[config.mk]
export PLATFORM = sky130hd
export DESIGN_NAME = conv_encoder_stream_flat
export DESIGN_NICKNAME = d
export VERILOG_FILES = /design/src/rtl/conv_pkg.sv /design/src/rtl/conv_encoder_stream_if.sv /design/src/rtl/conv_out_reg.sv /design/src/rtl/conv_encoder_stream.sv /design/src/flat_wrapper.sv
export SDC_FILE = /design/constraint.sdc
export NUM_CORES = 1
export LEC_CHECK = 0
export CORE_ASPECT_RATIO = 0.5
export CORE_MARGIN = 3
export CORE_UTILIZATION = 52
export DETAILED_ROUTE_END_ITERATION = 16
export GPL_ROUTABILITY_DRIVEN = 0
export PLACE_DENSITY_LB_ADDON = 0.05
export REMOVE_ABC_BUFFERS = 1
export SKIP_CTS_REPAIR_TIMING = 1
export SYNTH_ARGS = -nofsm -noshare
export SYNTH_HDL_FRONTEND = slang
export SYNTH_SLANG_ARGS = --single-unit
[constraint.sdc]
create_clock -name clk -period 2.3 [get_ports clk]
set_input_delay 0.575 -clock clk [delete_from_list [all_inputs] [get_ports clk]]
set_output_delay 0.575 -clock clk [all_outputs]
set_load 0.005 [all_outputs]
[src/rtl/conv_pkg.sv]
// Shared definitions for the streaming convolutional encoder and its decoder-side users:
// size defaults, FSM state encoding, rate selectors and the reference parity function.
package conv_pkg;

    localparam int DEF_K_MAX     = 9;
    localparam int DEF_N_MAX     = 3;
    localparam int DEF_FRAME_LEN = 128;

    typedef enum logic [1:0] {
        IDLE = 2'd0,
        DATA = 2'd1,
        TAIL = 2'd2
    } enc_state_e;

    localparam logic CODE_RATE_2 = 1'b0;
    localparam logic CODE_RATE_3 = 1'b1;

    // Bit i of the result is the parity of shift-register vector r masked by polynomial i.
    function automatic logic [DEF_N_MAX-1:0] conv_parity(
        input logic [DEF_N_MAX-1:0][DEF_K_MAX-1:0] poly,
        input logic [DEF_K_MAX-1:0]                r
    );
        logic [DEF_N_MAX-1:0] cw;
        cw = '0;
        for (int i = 0; i < DEF_N_MAX; i++) begin
            cw[i] = ^(r & poly[i]);
        end
        return cw;
    endfunction

endpackage

[src/rtl/conv_encoder_stream_if.sv]
// Bit-in / codeword-out stream bundle of the convolutional encoder.
// The slave modport is the encoder view, the master modport the source/sink view.
interface conv_encoder_stream_if #(
    parameter int N_MAX = 3
) ();
    logic             i_in_valid;
    logic             i_in_data;
    logic             o_in_ready;
    logic             o_out_valid;
    logic [N_MAX-1:0] o_out_data;
    logic [N_MAX-1:0] o_out_mask;
    logic             o_out_last;
    logic             i_out_ready;

    modport slave (
        input  i_in_valid, i_in_data, i_out_ready,
        output o_in_ready, o_out_valid, o_out_data, o_out_mask, o_out_last
    );

    modport master (
        output i_in_valid, i_in_data, i_out_ready,
        input  o_in_ready, o_out_valid, o_out_data, o_out_mask, o_out_last
    );
endinterface

[src/rtl/conv_out_reg.sv]
// One-entry valid/ready register carrying codeword data, lane mask and last flag.
// load_ready is high whenever the slot is empty or being drained this cycle.
module conv_out_reg #(
    parameter int W = 3
) (
    input  logic         clk,
    input  logic         rst,
    input  logic         load_valid,
    input  logic [W-1:0] load_data,
    input  logic [W-1:0] load_mask,
    input  logic         load_last,
    output logic         load_ready,
    input  logic         out_ready,
    output logic         out_valid,
    output logic [W-1:0] out_data,
    output logic [W-1:0] out_mask,
    output logic         out_last
);
    logic         valid_reg;
    logic [W-1:0] data_reg;
    logic [W-1:0] mask_reg;
    logic         last_reg;

    assign load_ready = !valid_reg || out_ready;

    always_ff @(posedge clk) begin
        if (!rst) begin
            valid_reg <= 1'b0;
            data_reg  <= '0;
            mask_reg  <= '0;
            last_reg  <= 1'b0;
        end else if (load_ready) begin
            // An empty slot is zeroed so idle outputs never show stale codewords.
            valid_reg <= load_valid;
            data_reg  <= load_valid ? load_data : '0;
            mask_reg  <= load_valid ? load_mask : '0;
            last_reg  <= load_valid && load_last;
        end
    end

    assign out_valid = valid_reg;
    assign out_data  = data_reg;
    assign out_mask  = mask_reg;
    assign out_last  = last_reg;
endmodule

[src/rtl/conv_encoder_stream.sv]
// Framed streaming convolutional encoder (rate 1/2 or 1/3, K-1 zero tail bits per frame).
// Build option PUNCTURE_EN adds i_punct for rate-2/3 puncturing of rate-1/2 data symbols.
module conv_encoder_stream
    import conv_pkg::*;
#(
    parameter int K_MAX     = DEF_K_MAX,
    parameter int N_MAX     = DEF_N_MAX,
    parameter int FRAME_LEN = DEF_FRAME_LEN
) (
    input  logic                              clk,
    input  logic                              rst,
    input  logic [N_MAX-1:0][K_MAX-1:0]       i_gen_poly,
    input  logic                              i_code_rate,
    input  logic [3:0]                        i_k,
    input  logic                              i_start,
`ifdef PUNCTURE_EN
    input  logic                              i_punct,
`endif
    conv_encoder_stream_if.slave              bus,
    output logic                              o_busy
);
    localparam int CW = $clog2(FRAME_LEN + K_MAX);

    localparam logic [1:0] ST_IDLE = IDLE;
    localparam logic [1:0] ST_DATA = DATA;
    localparam logic [1:0] ST_TAIL = TAIL;

    logic [1:0]                  state_reg;
    logic [K_MAX-2:0]            sr_reg;
    logic [N_MAX-1:0][K_MAX-1:0] poly_reg;
    logic                        rate_reg;
    logic [3:0]                  k_reg;
    logic [CW-1:0]               cnt_reg;
`ifdef PUNCTURE_EN
    logic                        punct_reg;
`endif

    logic             adv;
    logic             bit_in;
    logic             fire;
    logic [K_MAX-1:0] enc_vec;
    logic [N_MAX-1:0] parity;
    logic [N_MAX-1:0] lane_en;
    logic [N_MAX-1:0] cw_mask;
    logic [N_MAX-1:0] cw_data;
    logic             cw_last;
    logic             punct_now;
    logic             end_data;
    logic             end_tail;

    // Tail symbols need no input handshake: they fire on every advance slot.
    assign bit_in  = (state_reg == ST_DATA) ? bus.i_in_data : 1'b0;
    assign fire    = ((state_reg == ST_DATA) && bus.i_in_valid && adv) ||
                     ((state_reg == ST_TAIL) && adv);
    assign enc_vec = {sr_reg, bit_in};

    genvar gi;
    generate
        for (gi = 0; gi < N_MAX; gi++) begin : g_lane
            assign parity[gi] = ^(enc_vec & poly_reg[gi]);
            if (gi < 2) begin : g_base
                assign lane_en[gi] = 1'b1;
            end else if (gi == 2) begin : g_third
                assign lane_en[gi] = (rate_reg == CODE_RATE_3);
            end else begin : g_unused
                assign lane_en[gi] = 1'b0;
            end
        end
    endgenerate

`ifdef PUNCTURE_EN
    // Odd-indexed data symbols drop lane 1; the tail keeps full rate for clean termination.
    assign punct_now = punct_reg && (rate_reg == CODE_RATE_2) &&
                       (state_reg == ST_DATA) && cnt_reg[0];
`else
    assign punct_now = 1'b0;
`endif

    always_comb begin
        cw_mask = lane_en;
        if (punct_now) begin
            cw_mask[1] = 1'b0;
        end
    end

    assign cw_data  = parity & cw_mask;
    assign end_data = (cnt_reg == CW'(FRAME_LEN - 1));
    assign end_tail = (cnt_reg == CW'(FRAME_LEN - 2) + CW'(k_reg));
    assign cw_last  = (state_reg == ST_TAIL) && end_tail;

    always_ff @(posedge clk) begin
        if (!rst) begin
            state_reg <= ST_IDLE;
            sr_reg    <= '0;
            poly_reg  <= '0;
            rate_reg  <= CODE_RATE_2;
            k_reg     <= '0;
            cnt_reg   <= '0;
`ifdef PUNCTURE_EN
            punct_reg <= 1'b0;
`endif
        end else if (state_reg == ST_IDLE) begin
            if (i_start) begin
                poly_reg  <= i_gen_poly;
                rate_reg  <= i_code_rate;
                k_reg     <= i_k;
                sr_reg    <= '0;
                cnt_reg   <= '0;
`ifdef PUNCTURE_EN
                punct_reg <= i_punct;
`endif
                state_reg <= ST_DATA;
            end
        end else if (fire) begin
            // cnt_reg counts every symbol of the frame, data and tail alike.
            sr_reg  <= enc_vec[K_MAX-2:0];
            cnt_reg <= cnt_reg + CW'(1);
            if (state_reg == ST_DATA && end_data) begin
                state_reg <= ST_TAIL;
            end else if (state_reg == ST_TAIL && end_tail) begin
                state_reg <= ST_IDLE;
            end else if (state_reg != ST_DATA && state_reg != ST_TAIL) begin
                state_reg <= ST_IDLE;
            end
        end else if (state_reg != ST_DATA && state_reg != ST_TAIL) begin
            state_reg <= ST_IDLE;
        end
    end

    conv_out_reg #(
        .W(N_MAX)
    ) u_out_reg (
        .clk       (clk),
        .rst       (rst),
        .load_valid(fire),
        .load_data (cw_data),
        .load_mask (cw_mask),
        .load_last (cw_last),
        .load_ready(adv),
        .out_ready (bus.i_out_ready),
        .out_valid (bus.o_out_valid),
        .out_data  (bus.o_out_data),
        .out_mask  (bus.o_out_mask),
        .out_last  (bus.o_out_last)
    );

    assign bus.o_in_ready = (state_reg == ST_DATA) && adv;
    assign o_busy         = (state_reg != ST_IDLE) || bus.o_out_valid;
endmodule

[src/flat_wrapper.sv]
// flat-port wrapper written by rule: the top's interface ports become plain ports
module conv_encoder_stream_flat import conv_pkg::*;
#(
    parameter int K_MAX     = DEF_K_MAX,
    parameter int N_MAX     = DEF_N_MAX,
    parameter int FRAME_LEN = DEF_FRAME_LEN
)
  (clk, rst, i_gen_poly, i_code_rate, i_k, i_start, o_busy, bus_i_in_valid, bus_i_in_data, bus_i_out_ready, bus_o_in_ready, bus_o_out_valid, bus_o_out_data, bus_o_out_mask, bus_o_out_last);
  conv_encoder_stream_if #(.N_MAX(N_MAX)) bus_i ();
  input  logic clk;
  input  logic rst;
  input  logic [N_MAX-1:0][K_MAX-1:0] i_gen_poly;
  input  logic i_code_rate;
  input  logic [3:0] i_k;
  input  logic i_start;
  output logic o_busy;
  input wire logic [$bits(bus_i.i_in_valid)-1:0] bus_i_in_valid;
  input wire logic [$bits(bus_i.i_in_data)-1:0] bus_i_in_data;
  input wire logic [$bits(bus_i.i_out_ready)-1:0] bus_i_out_ready;
  output wire logic [$bits(bus_i.o_in_ready)-1:0] bus_o_in_ready;
  output wire logic [$bits(bus_i.o_out_valid)-1:0] bus_o_out_valid;
  output wire logic [$bits(bus_i.o_out_data)-1:0] bus_o_out_data;
  output wire logic [$bits(bus_i.o_out_mask)-1:0] bus_o_out_mask;
  output wire logic [$bits(bus_i.o_out_last)-1:0] bus_o_out_last;
  assign bus_i.i_in_valid = bus_i_in_valid;
  assign bus_i.i_in_data = bus_i_in_data;
  assign bus_i.i_out_ready = bus_i_out_ready;
  assign bus_o_in_ready = bus_i.o_in_ready;
  assign bus_o_out_valid = bus_i.o_out_valid;
  assign bus_o_out_data = bus_i.o_out_data;
  assign bus_o_out_mask = bus_i.o_out_mask;
  assign bus_o_out_last = bus_i.o_out_last;
  conv_encoder_stream #(.K_MAX(K_MAX), .N_MAX(N_MAX), .FRAME_LEN(FRAME_LEN)) u_core (.clk(clk), .rst(rst), .i_gen_poly(i_gen_poly), .i_code_rate(i_code_rate), .i_k(i_k), .i_start(i_start), .bus(bus_i), .o_busy(o_busy));
endmodule
==> results of run 1 <==
through the flow:
| step | total power, mW | std cells | hold WS, ps | TNS (ps) |
|---|---|---|---|---|
| 2_1_floorplan | 1.24 | 313 | 443 | 0 |
| 3_3_place_gp | 1.43 | 438 | 452 | -20.6 |
| 3_5_place_dp | 1.44 | 438 | 458 | -124 |
| 4_1_cts | 1.99 | 446 | 476 | -40.9 |
| 5_1_grt | 2.07 | 446 | 493 | 0 |
| 6_report | 1.97 | 446 | 470 | 0 |
cells in the mapped netlist (all sizes together) (3+ instances only):
library cell	instances	share of area, %
a21boi	41	11
xnor2	21	6.8
and3b	3	0.97
clkbuf	10	1.4
o21ai	7	1.4
nor2b	5	1.4
nor2	13	1.8
buf	10	2.4
nand3	18	3.3
a21oi	9	1.7
xor2	5	1.6
nor3	4	0.74
nand2	103	14
inv	5	0.70
dfxtp	56	42
ha	3	1.4
power by group through the flow:
stage,registers (mW),clock network [mW],logic (mW)
6_report,1.06,0.555,0.361
5_1_grt,1.06,0.611,0.399
4_1_cts,1.06,0.567,0.363
3_5_place_dp,1.08,0,0.359
3_3_place_gp,1.08,0,0.350
2_1_floorplan,1.07,0,0.174
worst paths after layout:
| kind | from | endpoint | slack (ps) | cells after the start |
|---|---|---|---|---|
| setup / recovery | u_core.state_reg[0]$_SDFFE_PN0P_ | o_busy | 230 | 2 |
| hold / removal | u_core.poly_reg[0]$_SDFFE_PN0P_ | u_core.poly_reg[0]$_SDFFE_PN0P_ | 470 | 2 |
| setup reg to reg | u_core.k_reg[1]$_SDFFE_PN0P_ | u_core.state_reg[1]$_SDFFE_PN0P_ | 430 | 8 |
| hold reg to reg | u_core.poly_reg[0]$_SDFFE_PN0P_ | u_core.poly_reg[0]$_SDFFE_PN0P_ | 470 | 2 |
kinds of logic after synthesis:
group                    count (synthesis)  share of synthesized area [%]
buffers and inverters                   25                           4.45
AO/OA/AOI/OAI                           65                           17.0
adder cells (fa/ha/maj)                  3                           1.39
flip-flops                              56                           41.6
XOR/XNOR                                28                           10.1
AND/OR/NAND/NOR                        156                           25.5
layer usage:
layer	vias to the layer above	track usage [%]	wire length, um
li1	1193	-	-
met1	1088	28.0	2790
met2	64	32.3	2820
met3	9	4.97	344
met4	0	5.22	52
met5	-	0	0
area by class of cell:
type                       count  area share, %
sequential                    56           33.5
multi-input combinational    252           43.5
inverter                       5          0.561
clock inverter                 3          0.710
clock buffer                   5           2.06
tap                           66           2.47
timing repair buffer          59           17.2
worst reg2reg max path, cell delays in order (launching register included):
cell and delay (ps):
dfxtp_1 410, inv_1 60, ha_1 200, ha_1 280, xor2_1 140, nand3_1 120
nor4_2 310, o21ai_1 90, and3b_1 160
==> impl_results.md, run 1 <==
* Crit path DAT at ~1500 ps
* Dpl hpwl at approximately 4.3 mm
* Initial Util at between 50% and 60%
* CP Cell Sequence: or3_1, clkdlybuf4s50_1
* Initial antenna violation count at 0
* WP buf/inv at 1
* Skew-Pair Late Insertion Delay at 310 ps
* Most frequent cells in the layout: nand2_1 (103), dfxtp_1 (56), clkdlybuf4s50_1 (46)
* Max cap viols at 0
* Setup crit end kind: output port
* Slowest CP cell: clkdlybuf4s50_1
* Ys async rst share at 0%
* Ant. Diodes at 0
* Worst Skew at about 8.9 ps
* Number of DRC markers in iteration 0 at 83
* Critical Path Source Type: register
* Actual slew at the worst max-slew pin at between 300 and 400 ps
* Grt ovf at 0
* Root Driver: clkbuf_8
* Slew margin rel. at approximately three quarters
* Worst VDD drop at 298 uV
* PortBufs at 47
* Core area at roughly 4700 um^2
* Clk sinks at between 50 and 60
* Slowest Stage Delay on Critical Path at 460 ps
* Worst path required time at approximately 1700 ps
* Total CTS buffers at 5
* Std cell rows at 17
* Final setup fails at 0
* Fillers at between 300 and 400
* Static Leak at around 1.2 nW
* First-pass GRT wire length at 10.0 mm
* Largest net degree at the start of global routing at 42
* Share of layout cells above drive strength 1 at under 10%
* Sw frac at approximately 28%
* Area growth, synth to finish at 24.1%
* CTS HTree Levels at 2
* Nets at 420
* Post-synthesis average cell area at ~8 um^2
* CTS tree: done
* Most used DFF post-synth: dfxtp_1
* Synthesized area at 2700 um^2
* Number of global-route vias before repair at ~2,200
* Drt first pass iters at 4
* Die width at around 110 um
* DIE AREA at 6140 um^2
* PD cells at between 500 and 600 nW/um^2
* #FFs+latches synth at 56
* DP Area at approximately 3300 um^2
* # DRC at 0
* Routed wire length at roughly 6.0 mm
* Clock transition at path regs at around 100 ps
* Final Cell Area at between 3000 and 4000 um^2
* RSZ-0062 raised after global routing: no
* Largest register FFs at 27
* Post-Place Worst Slack at -46.1 ps
* Outcome: complete, no violations
* Sequential Power Share at around 54%
* Crit-path max FO at 7
* Ratio of final minimum period to clock period at between 80% and 90%
* Most common cell after layout, fill and taps aside: nand2_1
* Per-cell routed wire length at around 13 um
* Synthesized instance count at roughly 330
* DR vias at approximately 2,400
* Routed Antenna Nets at 0
* Sw power at about 0.55 mW
* Delay-heaviest family, CP: buffers and inverters
* Core Util, Final at a little under three quarters
* Clock share of power at around 28%
* FF/Latch Area at around 1100 um^2
* Die Span Y at 56.9 um
* Combinational Power Share at ~18%
* Setup CP Type: register to output port
* Tot GR Track Use at 20.3%
* Cell internal pwr at 1.42 mW
* Area of the multi-input gates at roughly 1500 um^2
* Cell variety after synth at 39
* Final Hold Violating Endpoints at 0
* Fin worst setup slack at around 230 ps
* Post-synth EDFFs at 0
* Max Slew Vio Count at 0
* Post-synthesis sequential area ratio at 41.6%
* Warnings, synthesis at 0
* Min Tclk post-route at ~2100 ps
* Max Clk Rate at between 400 and 500 MHz
* Vias/cell at roughly 5.3
* Hold Crit Class: register to register
* CTS max path bufs at 2
* # IOs at between 40 and 50
(Power assumes the default switching activity.)
==> inputs of run 2 (changes only) <==
- CORE_MARGIN: 3 -> default
- clock period: 2.3 -> 2.1 ns (I/O delays scaled with it)
==> run 2 against run 1 <==
Against the previous run: cell area is 0.93% higher; clock skew decreased by 1.7 ps; setup slack got worse by 150 ps; highest routed layer unchanged.
==> impl_results.md, run 2 (synthesized netlist as in run 1, its figures left out) <==
* Actual slew at the worst max-slew pin at 295 ps (-48.8 ps)
* Worst R2R Setup Slack at 260 ps (-170 ps)
* Worst VDD drop at 376 uV (+26%)
* Combinational Power Share at 17.6% (-0.7 points)
* Share of layout cells above drive strength 1 at 6.56% (+0.25 points)
* Min Tclk post-route at approximately 2000 ps
* Total power at 2.27 mW (+15%)
* Initial Util at 54.4% (-3.2 points)
* Sw power at 0.591 mW (+6.9%)
* Number of DRC markers in iteration 0 at 72 (-13%)
* Most common cell after layout, fill and taps aside: nand2_1
* Nets at 421 (+0.24%)
* Std cell rows at 18 (+1)
* Slew margin rel. at 80.1% (+3.3 points)
* Grt ovf at 0 (unchanged)
* RSZ-0062 raised after global routing: no
* Ant. Diodes at 0 (unchanged)
* Core area at 4950 um^2 (+5.9%)
* Crit-path max FO at 7 (unchanged)
* Routed Antenna Nets at 0 (unchanged)
* Sequential Power Share at 51.0% (-2.6 points)
* Fillers at 442 (+18%)
* Clk sinks at 56 (unchanged)
* Final Cell Area at 3380 um^2 (+0.93%)
* Max Clk Rate at just under 500 MHz
* Max cap viols at 0 (unchanged)
* Die Span Y at 52.9 um (-7.0%)
* PD cells at 671 nW/um^2 (+14%)
* Most frequent cells in the layout: nand2_1 (103), dfxtp_1 (56), clkdlybuf4s50_1 (46)
* PortBufs at 47 (unchanged)
* Outcome: complete, no violations
* CTS HTree Levels at 2 (unchanged)
* Clock share of power at 31.5% (+3.3 points)
* Crit path DAT at 1490 ps (about the same)
* Final setup fails at 0 (unchanged)
* Total CTS buffers at 5 (unchanged)
* DIE AREA at 5500 um^2 (-10%)
* First-pass GRT wire length at 9.70 mm (-3.2%)
* DP Area at 3260 um^2 (+0.38%)
* Worst Skew at 7.17 ps (-1.69 ps)
* Ratio of final minimum period to clock period at between 90% and 100%
* Core Util, Final at 68.2% (-3.3 points)
* Skew-Pair Late Insertion Delay at 310 ps (about the same)
* Area growth, synth to finish at 25.2%
* CTS max path bufs at 2 (unchanged)
* Drt first pass iters at 4 (unchanged)
* Dpl hpwl at 4.17 mm (-2.7%)
* Sw frac at 26.1% (-2.0 points)
* Vias/cell at 5.16 (-2.2%)
* Routed wire length at 5.88 mm (-2.2%)
* Slowest CP cell: clkdlybuf4s50_1
* DR vias at 2,329 (-1.1%)
* CP Cell Sequence: or3_1, clkdlybuf4s50_1
* Max Slew Vio Count at 0 (unchanged)
* Number of global-route vias before repair at 2,140 (-1.7%)
* Largest register FFs at 27 (unchanged)
* Slowest Stage Delay on Critical Path at 440 ps (-20 ps)
* Setup CP Type: register to output port
* # DRC at 0 (unchanged)
* Worst path required time at 1570 ps (-160 ps)
* Critical Path Source Type: register
* Clock transition at path regs at 100 ps (about the same)
* Static Leak at 1.26 nW (+1.4%)
* Initial antenna violation count at 0 (unchanged)
* # IOs at 48 (unchanged)
* CTS tree: done
* Die width at 104 um (-3.7%)
* Final Hold Violating Endpoints at 0 (unchanged)
* Root Driver: clkbuf_8
* Setup crit end kind: output port
* Cell internal pwr at 1.68 mW (+18%)
* Tot GR Track Use at 23.2% (+2.8 points)
* Largest net degree at the start of global routing at 42 (unchanged)
* Hold Crit Class: register to register
* Per-cell routed wire length at 13.0 um (-3.3%)
## run 2: cell count changes in the layout (fill, tap and decap cells not counted), sizes merged
| cell | delta |
|---|---|
| bufinv | +1 |
| buf | +1 |
| clkinvlp | -1 |
## run 2: final timing paths
kind	from	depth (start not counted)	to
worst max-delay path	u_core.state_reg[0]$_SDFFE_PN0P_	2	o_busy
worst max register to register	u_core.k_reg[1]$_SDFFE_PN0P_	8	u_core.state_reg[1]$_SDFFE_PN0P_
worst min register to register	u_core.poly_reg[26]$_SDFFE_PN0P_	2	u_core.poly_reg[26]$_SDFFE_PN0P_
worst min-delay path	u_core.poly_reg[26]$_SDFFE_PN0P_	2	u_core.poly_reg[26]$_SDFFE_PN0P_
## run 2: critical path, delay by kind of cell (launching register included)
kind                   cells  cell delay [ps]
and+or+nand+nor            1              350
buffers and inverters      1              440
DFF                        1              380
## run 2: layout make-up
cell class | count | area [um^2] | share of cell area, %
Clock buffer | 5 | 68.8 | 2.04
Clock inverter | 3 | 42.5 | 1.26
Inverter | 5 | 18.8 | 0.556
Multi-Input combinational cell | 252 | 1460 | 43.1
Sequential cell | 56 | 1120 | 33.2
Tap cell | 70 | 87.6 | 2.59
Timing Repair Buffer | 60 | 583 | 17.3
## run 2: power groups by stage
stage | clock network, mW | logic, mW | registers (mW)
finish | 0.713 | 0.398 | 1.16
global route | 0.770 | 0.443 | 1.17
CTS | 0.735 | 0.404 | 1.16
detailed placement | 0 | 0.401 | 1.18
global placement | 0 | 0.391 | 1.18
floorplan | 0 | 0.191 | 1.17
## run 2: per-layer routing
| metal | up-vias | routed length, um | track usage (%) |
|---|---|---|---|
| met5 | - | 0 | 0 |
| met4 | 0 | 46 | 9.52 |
| met3 | 4 | 320 | 5.42 |
| met2 | 46 | 2700 | 38.9 |
| met1 | 1092 | 2810 | 29.4 |
| li1 | 1187 | - | - |
## run 2: per-stage QoR
step | hold WS [ps] | instances | TNS, ps | worst slack [ps]
final | 467 | 451 | 0 | 82.9
after global routing | 494 | 451 | 0 | 21.9
after global placement | 452 | 443 | -177 | -124
after detailed placement | 456 | 443 | -445 | -130
after floorplan | 443 | 313 | 0 | 203
after CTS | 470 | 451 | -142 | -142
